<file path="src/rtl/fetch_ir_unit.sv">
// PC and instruction register for the multicycle 16-bit core.
// Define FETCH_PERF_EN to add the fetch_count / wait_total counters.
module fetch_ir_unit #(
   parameter logic [15:0] RESET_PC = 16'h0000,
   parameter int          TIMEOUT  = 15,
   parameter logic [15:0] ERR_INST = 16'h0007
) (
   input  logic        CLK,
   input  logic        Reset,
   input  logic        IRWrite,
   input  logic        PCWrite,
   input  logic        PCWriteCond,
   input  logic        PCSrc,
   input  logic [15:0] alu_result,
   input  logic [15:0] alu_out,
   input  logic        alu_zero,
   input  logic        mem_ready,
   input  logic [15:0] mem_rdata,
   output logic        mem_req,
   output logic [15:0] mem_addr,
   output logic [15:0] inst,
   output logic [15:0] pc,
   output logic        stall,
   output logic        fetch_err,
   output logic        misalign
`ifdef FETCH_PERF_EN
   ,
   output logic [15:0] fetch_count,
   output logic [15:0] wait_total
`endif
);

   localparam logic [1:0] S_IDLE = 2'd0;
   localparam logic [1:0] S_WAIT = 2'd1;
   localparam logic [1:0] S_DONE = 2'd2;
   localparam logic [7:0] LAST   = 8'(TIMEOUT - 1);

   logic [1:0]  state;
   logic [7:0]  wcnt;
   logic        pc_en;
   logic        finish;
   logic [15:0] nxt;

   assign stall    = (state == S_IDLE && IRWrite) || state == S_WAIT;
   assign mem_addr = pc;
   assign finish   = state == S_WAIT && (mem_ready || wcnt == LAST);
   assign pc_en    = !stall && (PCWrite || (PCWriteCond && !alu_zero));
   assign nxt      = PCSrc ? alu_out : alu_result;

   always_ff @(posedge CLK or posedge Reset) begin
      if (Reset) begin
         state     <= S_IDLE;
         wcnt      <= '0;
         mem_req   <= 1'b0;
         inst      <= '0;
         fetch_err <= 1'b0;
      end else begin
         unique case (state)
            S_IDLE: begin
               if (IRWrite) begin
                  state   <= S_WAIT;
                  mem_req <= 1'b1;
                  wcnt    <= '0;
               end
            end
            S_WAIT: begin
               // ready on the last allowed cycle still wins over timeout
               if (mem_ready) begin
                  inst    <= mem_rdata;
                  mem_req <= 1'b0;
                  state   <= S_DONE;
               end else if (wcnt == LAST) begin
                  inst      <= ERR_INST;
                  fetch_err <= 1'b1;
                  mem_req   <= 1'b0;
                  state     <= S_DONE;
               end else begin
                  wcnt <= wcnt + 8'd1;
               end
            end
            default: state <= S_IDLE;
         endcase
      end
   end

   always_ff @(posedge CLK or posedge Reset) begin
      if (Reset) begin
         pc       <= RESET_PC;
         misalign <= 1'b0;
      end else if (pc_en) begin
         pc <= {nxt[15:1], 1'b0};
         if (nxt[0]) misalign <= 1'b1;
      end
   end

`ifdef FETCH_PERF_EN
   always_ff @(posedge CLK or posedge Reset) begin
      if (Reset) begin
         fetch_count <= '0;
         wait_total  <= '0;
      end else begin
         if (finish && fetch_count != 16'hFFFF)
            fetch_count <= fetch_count + 16'd1;
         if (state == S_WAIT && wait_total != 16'hFFFF)
            wait_total <= wait_total + 16'd1;
      end
   end
`endif

endmodule

</file>
<file path="config.mk">
export PLATFORM = sky130hd
export DESIGN_NAME = fetch_ir_unit
export DESIGN_NICKNAME = d
export VERILOG_FILES = /design/src/rtl/fetch_ir_unit.sv
export SDC_FILE = /design/constraint.sdc
export NUM_CORES = 1
export LEC_CHECK = 0
export CELL_PAD_IN_SITES_DETAIL_PLACEMENT = 1
export CELL_PAD_IN_SITES_GLOBAL_PLACEMENT = 1
export CORE_UTILIZATION = 31
export CTS_CLUSTER_SIZE = 8
export DETAILED_ROUTE_END_ITERATION = 12
export GPL_TIMING_DRIVEN = 0
export PLACE_DENSITY = 0.88
export SETUP_SLACK_MARGIN = 0.1
export SLEW_MARGIN = 20
export SYNTH_ARGS = -nofsm -noshare
export SYNTH_HDL_FRONTEND = slang
export SYNTH_SLANG_ARGS = --single-unit
export TNS_END_PERCENT = 5
</file>
<file path="constraint.sdc">
create_clock -name CLK -period 3.1 [get_ports CLK]
set_input_delay 0.62 -clock CLK [delete_from_list [all_inputs] [get_ports CLK]]
set_output_delay 0.62 -clock CLK [all_outputs]
set_load 0.02 [all_outputs]
</file>
# After elaboration in Yosys (flattened, before gate mapping)
# Cells that the tools add are included.
# op_classes
addsub	1
n_eq_ne	6
mux	15
bitwise_logic	1
n_reduce_logical	16
# op_table
op	count
16-bit two-way mux	3
8-bit two-way mux	3
8-bit case mux with 2 select lines	1
8-bit by 1-bit adder with 8-bit output (second input constant)	1
8-bit by 4-bit equality test with 1-bit output (second input constant)	1
2-bit two-way mux	3
2-bit != test (second input constant)	3
2-bit AND reduction	3
3-bit AND reduction	2
2-bit case mux with 2 select lines	1
4-bit AND reduction	1
2-bit nonzero test	2
1-bit logical AND	3
1-bit two-way mux	3
3-bit by 2-bit != test with 1-bit output (second input constant)	1
2-bit by 1-bit equality test with 1-bit output (second input constant)	1
1-bit logical NOT	2
2-bit logical NOT	1
1-bit logical OR	2
1-bit case mux with 2 select lines	1
1-bit inverter	1
# word_totals
register_bits	44
out_inout_bits	52
wordCells	46

# Logic depth before layout (Yosys ltp)
# depth
word_depth	6
depth_mapped	7

# Least setup slack after synthesis
# No wires, ideal clock.
# synth_timing
path_kind	register to register
start	register wcnt[4]
end	register wcnt[3]
setup_time_ps	124
arrival_time_ps	1648
t_required_ps	2976
slack_ps	1328
stages_incl_launch_ff	6
path_cell_list	dfrtp_1 > buf_6 > or4_4 > o21a_1 > and3_1 > a211o_1
# synth_between
elab_chain_cells	3
# synth_rtl
item	line	text
start, declared	39	logic [7:0] wcnt;
start signal, assigned	78	wcnt <= wcnt + 8'd1;
8-bit by 4-bit equality test with 1-bit output	72	end else if (wcnt == LAST) begin
2-bit != test (no source line)	n/a	
4-bit AND reduction (no source line)	n/a	
# Every way passes these cells.
# A chain may end at the register's enable or synchronous reset.

# Worst setup path after layout
# layout_timing
start	input IRWrite
end	output stall
# layout_between
elab_chain_cells	2
# layout_rtl
item	line	text
start, declared	10	input logic IRWrite,
1-bit logical AND	44	assign stall = (state == S_IDLE && IRWrite) || state == S_WAIT;
1-bit logical OR	44	
end, declared	23	output logic stall,
# Every way passes these cells.

==> summary.txt <==
Outcome
  • Outcome: completed

Place
  • Placed Area: 3230 um^2
  • Routability cong.: 0.858
  • DP HPWL: 4.62 mm
  • I/O Buffers: approximately 100

Layout
  • # nets final: 357
  • Design area: 3340 um^2
  • Post-layout util: 52.3%
  • Diodes inserted: 0
  • Layout cell share with drive strength beyond 1: 11.7%
  • Area grow syn2layout: 61.3%

Clock tree
  • Clock latency on the worst-skew pair: 290 ps
  • Clock root buffer: clkbuf_8
  • Setup bufs post-CTS: 0
  • Post-CTS Resized: 0
  • CTS Buf Count: 5
  • CTS max path bufs: 2
  • Clock Pin Slew Worst Setup and Hold Paths: 80 ps
  • H-Tree Depth: 2
  • Sink Count: 44
  • CTS tree: built
  • CTS Hold Bufs: 0

Worst hold path
  • Worst min-delay path category: reg -> reg

Synth
  • Adder-cell share of the synthesized area: around 1.2%
  • Yosys cell types: 42
  • Synth warn: 0
  • Post-synthesis mux area share: about 8.2%
  • Post-synth EDFFs: 0
  • Syn_area_per_cell: 11.1 um^2
  • Main combinational cell family by area after synthesis: compound AO/OA/AOI/OAI gates
  • Synth Area in Compound Gates: 18.0%
  • Most used flip-flop cell after synthesis: dfrtp_1
  • Post-Synth Simple-Gate Area: 10.4%
  • Post-synthesis xor/xnor area fraction: 0%
  • Post-Synthesis Cell Area: 2070 um^2
  • Number of synthesized register bits: 44
  • Post-synth ARST share: 100%
  • Syn Inst Count: 186
  • Sequential share of the synthesized area: 53.2%

Setup path
  • Critical path fanouts, max: 2
  • Critical-path top delay cell: clkdlybuf4s50_1
  • Max stage delay on crit path: 610 ps
  • Worst Setup Start Kind: primary input
  • Crit path cell chain: clkdlybuf4s50_1 > nor2_1 > nor2_1 > clkdlybuf4s50_1
  • Worst EP arrival: roughly 1900 ps
  • Critical path endpoint category: primary output
  • Critical Path RT: 2480 ps
  • Crit Path Class: in -> out

Die
  • # IOs: 108
  • Cell Rows: 29
  • Die ar.: 7000 um^2
  • Core ar.: 6390 um^2
  • Die X-Extent: about 84 um
  • Initial core utilization: 32.4%
  • Chip height: 83.7 um

Route
  • 1st-iter DRT viols: 37
  • DRT Wirelength: 5.83 mm
  • Vias per inst: 4.81
  • Wire per inst: 15.5 um
  • # DRC: 0
  • Routed vias: 1815
  • Pre-antenna DRT Iters: 4
  • Post-route ant nets: 0

Global route
  • Initial antenna violation count: 0
  • First-pass GRT wire length: 10.0 mm
  • Largest net degree at the start of global routing: 30
  • Gr ovfl total: 0
  • Number of global-route vias before repair: approximately 2000
  • GRT Total Usage: 17.9%

Pwr
  • Design Power: 2.83 mW
  • Static Leak: approximately 1.5 nW
  • Maximum vdd drop: slightly below 0.4 mV
  • P per Cell Area: 847 nW/um^2

STA
  • Maximum clock frequency: 403 MHz
  • Slew Limit Headroom: 53.4%
  • Slew Viols, Final: 0
  • Setup Skew: 6.25 ps
  • Tcrit/Tclk final: 80.0%
  • Final hold vios: 0
  • Setup total negative slack: 0 ps
  • Final setup viols: 0
  • Clock period minus worst slack: about 2500 ps
  • Measured slew at the worst slew-check pin: 698 ps
  • RSZ-0062 raised after global routing: false

Job
  • MaxCap Viol Count: 0
## registers in the layout, indices dropped and copies added, names as in the netlist
name       cells
inst          16
state          2
fetch_err      1
mem_req        1
mem_addr      15
wcnt           8
misalign       1
## per-layer routing
layer	up-vias	track usage, %	share of wire [%]
met1	874	20.6	41
met5	-	0	0
met2	66	33.0	53
met3	6	4.55	5.9
met4	0	4.47	0.79
li1	869	-	-
## cells in the final DEF (no fill, tap or decap), types with 2 or more instances in the layout
cell type,Yosys,layout
a211o_1,2,2
a21o_1,2,2
a21oi_1,3,3
a22o_1,13,13
a31oi_1,3,3
and3_1,2,2
buf_4,17,17
clkbuf_1,6,7
clkbuf_8,0,5
clkdlybuf4s50_1,0,104
conb_1,1,2
dfrtp_1,44,44
ha_1,2,2
inv_1,3,2
inv_2,1,2
mux2i_1,17,17
nand2_1,18,18
nand2b_1,2,2
nand3_1,3,3
nor2_1,3,3
nor2b_1,2,2
nor3_1,2,2
o21ai_0,17,17
o22a_1,3,3
## kinds of logic (layout without fill, tap and decap cells)
group / Yosys count / after routing
buffers and inverters: 29 / 142
other: 1 / 2
adder cells (fa/ha/maj): 2 / 2
flip-flops: 44 / 44
AND/OR/NAND/NOR: 42 / 42
multiplexers: 17 / 17
AO/OA/AOI/OAI: 51 / 51
## per-stage QoR
| step | worst slack (ps) | std cells | hold WS (ps) |
|---|---|---|---|
| 2_1_floorplan | 1330 | 187 | 495 |
| 3_3_place_gp | 552 | 368 | 441 |
| 3_5_place_dp | 603 | 369 | 459 |
| 4_1_cts | 629 | 377 | 482 |
| 5_1_grt | 568 | 377 | 499 |
| 6_report | 620 | 377 | 480 |
## area by class of cell
class	instances	area, um^2
clock buffer	6	72.6
multi-input combinational	114	790
buffer	25	166
tap	77	96.3
inverter	4	15.0
fill	707	3050
sequential	44	1100
timing repair buffer	105	1060
clock inverter	2	35.0
## final timing paths
kind | cells after the start | slack, ps | end | start
min in group asynchronous | 2 | 620 | mem_addr[4] | Reset
setup reg to reg | 7 | 980 | inst[11] | wcnt[0]
hold / removal | 1 | 480 | fetch_err | fetch_err
max in group asynchronous | 3 | 2010 | wcnt[2] | Reset
hold reg to reg | 1 | 480 | fetch_err | fetch_err
setup / recovery | 4 | 620 | stall | IRWrite
## cell usage after synthesis, types with 3 or more instances
master	count	area share (%)
clkbuf_1	6	1.1
o22a_1	3	1.3
a31oi_1	3	0.91
inv_1	3	0.54
o21ai_0	17	4.1
nor2_1	3	0.54
buf_4	17	6.2
mux2i_1	17	8.2
nand3_1	3	0.73
a22o_1	13	5.5
a21oi_1	3	0.73
dfrtp_1	44	53
nand2_1	18	3.3
## worst max-delay path, delay by kind of cell
kind	cells	cell delay, ps
buffers and inverters	2	1100
and+or+nand+nor	2	140
## power breakdown
part | leakage [nW] | switching [mW] | internal [mW] | total, mW
sequential | 0.548 | 0.158 | 0.786 | 0.944
combinational | 0.895 | 0.685 | 0.773 | 1.46
clock | 0.0552 | 0.187 | 0.239 | 0.426
total | 1.50 | 1.03 | 1.80 | 2.83
Power figures use the tool's default switching activity.
